===== config.mk =====
export PLATFORM = sky130hd
export DESIGN_NAME = telemetry_sampler
export DESIGN_NICKNAME = d
export VERILOG_FILES = /design/src/rtl/telemetry_pkg.sv /design/src/rtl/telemetry_rate_counter.sv /design/src/rtl/telemetry_sampler.sv
export SDC_FILE = /design/constraint.sdc
export NUM_CORES = 1
export LEC_CHECK = 0
export ABC_AREA = 1
export BUFFER_PORTS_ARGS = -buffer_cell sky130_fd_sc_hd__buf_2
export CORE_ASPECT_RATIO = 1.75
export CORE_MARGIN = 2
export CORE_UTILIZATION = 44
export CTS_CLUSTER_SIZE = 25
export DETAILED_ROUTE_END_ITERATION = 16
export GPL_TIMING_DRIVEN = 0
export PLACE_DENSITY = 0.83
export SYNTH_ARGS = -nofsm -noshare
export SYNTH_HDL_FRONTEND = slang
export SYNTH_SLANG_ARGS = --single-unit

===== constraint.sdc =====
create_clock -name clk -period 1.4 [get_ports clk]
set_input_delay 0.14 -clock clk [delete_from_list [all_inputs] [get_ports clk]]
set_output_delay 0.14 -clock clk [all_outputs]
set_load 0.1 [all_outputs]

===== src/rtl/telemetry_pkg.sv =====
// Shared types and helpers for the telemetry sampler: channel mode encoding
// and the saturating increment used by RATE accumulators.
package telemetry_pkg;

    typedef enum logic {TLM_LEVEL, TLM_RATE} tlm_mode_e;

    // Returns value+1, clamped at the all-ones value of a width-bit field.
    function automatic logic [31:0] sat_inc(input logic [31:0] value, input int width);
        logic [31:0] max_v;
        max_v = (32'd1 << width) - 32'd1;
        return (value >= max_v) ? max_v : value + 32'd1;
    endfunction

endpackage


===== src/rtl/telemetry_rate_counter.sv =====
// One RATE channel: counts event pulses over a window and publishes the
// saturated total when the window closes, unless the display is frozen.
module telemetry_rate_counter
    import telemetry_pkg::*;
#(
    parameter int VALUE_WIDTH = 9
) (
    input  logic                   clk,
    input  logic                   reset,
    input  logic                   event_pulse,
    input  logic                   win_end,
    input  logic                   freeze,
    output logic [VALUE_WIDTH-1:0] count_out
);

    logic [VALUE_WIDTH-1:0] acc_q, acc_d;
    logic [VALUE_WIDTH-1:0] count_q, count_d;
    logic [VALUE_WIDTH-1:0] acc_inc;
    logic [VALUE_WIDTH-1:0] closing;

    always_comb begin
        acc_inc = VALUE_WIDTH'(sat_inc(32'(acc_q), VALUE_WIDTH));
        // A pulse landing on the closing cycle belongs to the closing window.
        closing = event_pulse ? acc_inc : acc_q;
        acc_d   = acc_q;
        count_d = count_q;
        if (win_end) begin
            acc_d = '0;
            if (!freeze) begin
                count_d = closing;
            end
        end else if (event_pulse) begin
            acc_d = acc_inc;
        end
    end

    always_ff @(posedge clk) begin
        if (reset) begin
            acc_q   <= '0;
            count_q <= '0;
        end else begin
            acc_q   <= acc_d;
            count_q <= count_d;
        end
    end

    assign count_out = count_q;

endmodule


===== src/rtl/telemetry_sampler.sv =====
// Frame-synchronous telemetry sampler: LEVEL channels snapshot live values on
// frame_start, RATE channels report event counts per window of frames.
module telemetry_sampler
    import telemetry_pkg::*;
#(
    parameter int                     NUM_SIGNALS   = 7,
    parameter int                     VALUE_WIDTH   = 9,
    parameter int                     WINDOW_FRAMES = 60,
    parameter logic [NUM_SIGNALS-1:0] RATE_MASK     = '0
) (
    input  logic                                    clk,
    input  logic                                    reset,
    input  logic                                    frame_start,
    input  logic                                    freeze,
    input  logic [NUM_SIGNALS-1:0][VALUE_WIDTH-1:0] level_values,
    input  logic [NUM_SIGNALS-1:0]                  event_pulses,
    output logic [NUM_SIGNALS-1:0][VALUE_WIDTH-1:0] telemetry_values,
    output logic                                    window_done
);

    localparam int CNT_W = (WINDOW_FRAMES > 1) ? $clog2(WINDOW_FRAMES) : 1;
    localparam logic [CNT_W-1:0] CNT_LAST = CNT_W'(WINDOW_FRAMES - 1);

    logic [CNT_W-1:0] win_cnt_q, win_cnt_d;
    logic             window_done_q;
    logic             win_end;

    assign win_end = frame_start && (win_cnt_q == CNT_LAST);

    always_comb begin
        win_cnt_d = win_cnt_q;
        if (frame_start) begin
            win_cnt_d = win_end ? '0 : win_cnt_q + CNT_W'(1);
        end
    end

    always_ff @(posedge clk) begin
        if (reset) begin
            win_cnt_q     <= '0;
            window_done_q <= 1'b0;
        end else begin
            win_cnt_q     <= win_cnt_d;
            window_done_q <= win_end;
        end
    end

    assign window_done = window_done_q;

    for (genvar s = 0; s < NUM_SIGNALS; s++) begin : g_ch
        localparam tlm_mode_e MODE = RATE_MASK[s] ? TLM_RATE : TLM_LEVEL;

        if (MODE == TLM_RATE) begin : g_rate
            logic unused_level;
            assign unused_level = ^level_values[s];

            telemetry_rate_counter #(
                .VALUE_WIDTH (VALUE_WIDTH)
            ) u_rate (
                .clk         (clk),
                .reset       (reset),
                .event_pulse (event_pulses[s]),
                .win_end     (win_end),
                .freeze      (freeze),
                .count_out   (telemetry_values[s])
            );
        end else begin : g_level
            logic                   unused_evt;
            logic [VALUE_WIDTH-1:0] level_q, level_d;

            assign unused_evt = event_pulses[s];

            always_comb begin
                level_d = level_q;
                if (frame_start && !freeze) begin
                    level_d = level_values[s];
                end
            end

            always_ff @(posedge clk) begin
                if (reset) begin
                    level_q <= '0;
                end else begin
                    level_q <= level_d;
                end
            end

            assign telemetry_values[s] = level_q;
        end
    end

endmodule


# After elaboration in Yosys (flattened, before gate mapping)
# Index checks and enable logic that the tools add are counted.
[totals]
register_bits = 70
out_inout_bits = 64
elab_cells = 15
[classes]
n_addsub = 1
eq_ne = 1
n_mux = 1
n_reduce_logical = 3
[op_table]
columns = ["operator", "n"]
rows = [
  ["6-bit by 1-bit adder with 6-bit output, second input constant", 1],
  ["6-bit == test, second input constant", 1],
  ["6-bit 2-to-1 mux", 1],
  ["1-bit logical AND", 2],
  ["1-bit zero test", 1],
]

# Depth between registers and ports, before layout
[logic_depth]
word_depth = 3
ltp_mapped = 7
mapped_depth_nobuf = 7

# Worst setup path before layout
# No wires, ideal clock.
[synth_timing]
kind = "register -> register"
start = "register g_ch[0].g_level.level_q[0] (netlist name)"
end = "register g_ch[0].g_level.level_q[0]"
setup_ps = 67
arrival_time_ps = 1218
required_time_ps = 1333
path_slack_ps = 115
path_stages_with_launch = 3
period_less_slack_ps = 1285
path_cell_list = "dfxtp_1 > o21ai_0 > nor2_1"
[synth_rtl]
columns = ["element", "line_no", "text"]
rows = [
  ["end signal: assignment", "telemetry_sampler.sv:83", "level_q <= level_d;"],
  ["end: declaration", "telemetry_sampler.sv:68", "logic [VALUE_WIDTH-1:0] level_q, level_d;"],
]

# Worst setup path in the final report
[layout_timing]
start = "register g_ch[3].g_level.level_q[2]"
end = "output telemetry_values[29] (netlist name)"
[layout_rtl]
columns = ["element", "line_no", "text"]
rows = [
  ["start: declaration", "telemetry_sampler.sv:68", ""],
  ["start signal: assignment", "telemetry_sampler.sv:83", ""],
  ["end: declaration", "telemetry_sampler.sv:17", "output logic [NUM_SIGNALS-1:0][VALUE_WIDTH-1:0] telemetry_values,"],
]
# No word-level cell between the ends.

==> flow_summary.yaml <==
floorplanning:
  die_h_um: 103
  die_w_um: 60.8
  core-area_um2: 5500
  start_util_pct: 45.1
  row_count: 36
  io_pins: 138
  dieArea_um2: 6280
global_routing:
  grt_pass1_vias: 2260
  antenna_found_initial: 0
  grt_pass1_wl_um: 9540
  grt-ovfl-total: 0
  grt_max_degree: 12
  grt.total_usage_pct: 20.2
timing:
  min_period_ns: 1.25
  skew_ns: 0.00320
  final_max_slew_viol_count: 0
  worstMarginPinSlew_ns: 0.508
  holdWs_ns: 0.0254
  rsz0062_at_grt: "no"
  setup_ws_ns: 0.146
  finalCritPeriodShare_pct: 89.6
  hold_viol_final: 0
  max_freq_ghz: 0.797
  setup_viol_count_final: 0
  fin_setup_tns_ns: 0
  slew_headroom_pct: 66.4
yosys:
  syn_nets: 394
  ys_warn_count: 0
  yosysUniqueCellTypes: 17
  synth.largest_area_cell: "dfxtp_1"
  synthesis.area_um2: 2480
  ys_seq_area_share_pct: 56.5
  synth-seq-cells: 70
  synth_top_area_share_pct: 56.5
  yosys-top-cells-area: "dfxtp_1 57%, nor2_1 21%, o21ai_1 6.9%, o21ai_0 6.3%, buf_2 2.4%"
  syn_inst: 319
  syn_avg_cell_area_um2: 7.77
finish:
  layout-area-overhead-vs-synth_pct: 39.6
  n_fill_cell: 523
  nNetsFinal: 536
  drive_gt1_share_pct: 35.8
  diodes: 0
detailed_routing:
  post_drt_wl_per_cell_um: 11.8
  vias_per_cell: 4.79
  drtIter0Drc: 65
  drtAntennaViolNets: 0
  drc: 0
  wl_um: 6400
  first_pass_iters: 4
  vias: 2594
min_path:
  hold_depth: 3
  whs_endpoint: "g_ch[1].g_level.level_q[1]"
  hp-start: "level_values[10]"
  holdCritPathClass: "input pin to flip-flop"
setup_path:
  cp-start-kind: "flip-flop"
  crit_path_cell_trace: "buf_2"
  cp-end-kind: "output pin"
  rr_worst_depth: 6
  critPathBufInv: 1
  slowest_stage: "buf_2"
  cp_max_fo: 2
  crit_path_max_incr_delay_ns: 0.43
  r2r_start: "win_cnt_q[0]"
  cp.arrival_ns: 1.11
  worstSetupPathType: "flip-flop to output pin"
  rrSetupSlack_ns: 0.20
  timing.rr.end: "win_cnt_q[4]"
  crit_required_ns: 1.26
  critPathTopFamily: "buffers and inverters"
clocking:
  root_buffer: "clkbuf_8"
  clockBufferDepth: 2
  path_clk_slew_ns: 0.07
  numCtsBuffers: 9
  insertion_delay_ns: 0.33
  post_cts_buffers: 0
  h-tree-depth: 3
  cts_tree: "done"
  cts.sinks: 70
power_and_ir_drop:
  p_clk_share_pct: 32.8
  ir_drop_mv: 0.928
  p_sw_share_pct: 35.7
  power.internal_mw: 3.37
  p_leak_nw: 1.85
  combPwrFrac_pct: 25.6
  power.density_nw_per_um2: 1510
  power_switching_mw: 1.87
  power_frac_seq_pct: 41.6
run_status:
  outcome: "completed"
job:
  maxCapViolations: 0
placed_design:
  dp.final_hpwl_um: 4740
  pre_cts_ws_ns: 0.202
  gp_routability_congestion: 0.761
  io_buffers: 130
## flip-flops by register name, indices dropped and copies added (netlist names)
signal                flops
win_cnt_q                 6
g_ch.g_level.level_q     63
window_done               1
## worst max path at each step
| stage | cells after the start | slack [ns] | start | end |
|---|---|---|---|---|
| final | 1 | 0.15 | g_ch[3].g_level.level_q[2] | telemetry_values[29] |
| after floorplan | 2 | 0.11 | g_ch[0].g_level.level_q[0] | g_ch[0].g_level.level_q[0] |
| after global placement | 7 | 0.26 | frame_start | g_ch[2].g_level.level_q[2] |
| after CTS | 7 | 0.05 | reset | win_cnt_q[1] |
| after global routing | 6 | 0.03 | win_cnt_q[0] | win_cnt_q[4] |
| after detailed placement | 6 | 0.20 | win_cnt_q[0] | win_cnt_q[0] |
## Yosys cell counts
cell,instances
inv_1,6
nand3_1,3
nor2_1,136
nand4_1,1
ha_1,1
xor2_1,1
o21ai_1,34
inv_2,2
o21ai_0,31
o21bai_1,1
buf_4,1
clkbuf_1,6
nor3b_1,1
nand2_1,12
buf_2,12
nor2_8,1
dfxtp_1,70
## stage by stage
| step | power (mW) | cell area (um2) | std cells | util [%] |
|---|---|---|---|---|
| CTS | 5.28 | 3450 | 542 | 62.9 |
| finish | 5.24 | 3460 | 542 | 63.0 |
| detailed placement | 3.56 | 3230 | 525 | 58.7 |
| global placement | 3.55 | 3230 | 525 | 58.7 |
| global route | 5.43 | 3460 | 542 | 63.0 |
| floorplan | 3.29 | 2480 | 319 | - |
## power by group through the flow
stage	Clock (mW)	Combinational (mW)	Sequential, mW
2_1_floorplan	0	0.208	3.08
3_3_place_gp	0	1.33	2.22
3_5_place_dp	0	1.34	2.22
4_1_cts	1.76	1.35	2.18
5_1_grt	1.83	1.41	2.19
6_report	1.72	1.34	2.18
## placed cells by master, fill, tap and decap left out
master / count
buf_2: 142
nor2_1: 136
dfxtp_1: 70
o21ai_1: 35
o21ai_0: 30
clkbuf_8: 13
nand2_1: 12
inv_1: 6
clkbuf_2: 5
nand3_1: 3
inv_2: 2
clkinv_2: 2
nor2_8: 1
buf_4: 1
nand4_1: 1
o21bai_1: 1
xor2_1: 1
nor3b_1: 1
clkbuf_1: 1
ha_1: 1
bufinv_16: 1
dlygate4sd3_1: 1
## worst min-delay path, stage by stage
cell	delay, ns
buf_2	0.07
nor2_1	0.03
nor2_1	0.08
## layout make-up
cell class                      instances  area, um2  share of cell area [%]
Sequential cell                        70       1400                    40.5
Clock inverter                          3       40.0                    1.16
Tap cell                               76       95.1                    2.75
Inverter                                8       30.0                   0.868
Multi-Input combinational cell        222        958                    27.7
Buffer                                 19       96.3                    2.78
Clock buffer                           13        179                    5.17
Timing Repair Buffer                  131        661                    19.1
## routing by layer
metal  share of wire, %  track usage, %  vias to the layer above
met5                  0               0                        -
met4                2.7            11.7                        0
met3                4.5            4.98                       15
met2                 55            36.6                       85
met1                 38            20.2                     1189
li1                   -               -                     1305
## timing repair
item | in CTS | in global routing
hold endpoints to repair | 1 | 0
gates resized for setup | 0 | 11
setup endpoints to repair | 0 | 49
hold buffers | 1 | 0
## logic make-up (layout without fill, tap and decap cells)
kind of cell             Yosys count  in the layout  share of synthesized area, %
AO/OA/AOI/OAI                     66             66                          13.4
XOR/XNOR                           1              1                         0.353
adder cells (fa/ha/maj)            1              1                         0.504
buffers and inverters             27            174                          4.84
flip-flops                        70             70                          56.5
AND/OR/NAND/NOR                  154            154                          24.4
(Power assumes the default switching activity.)
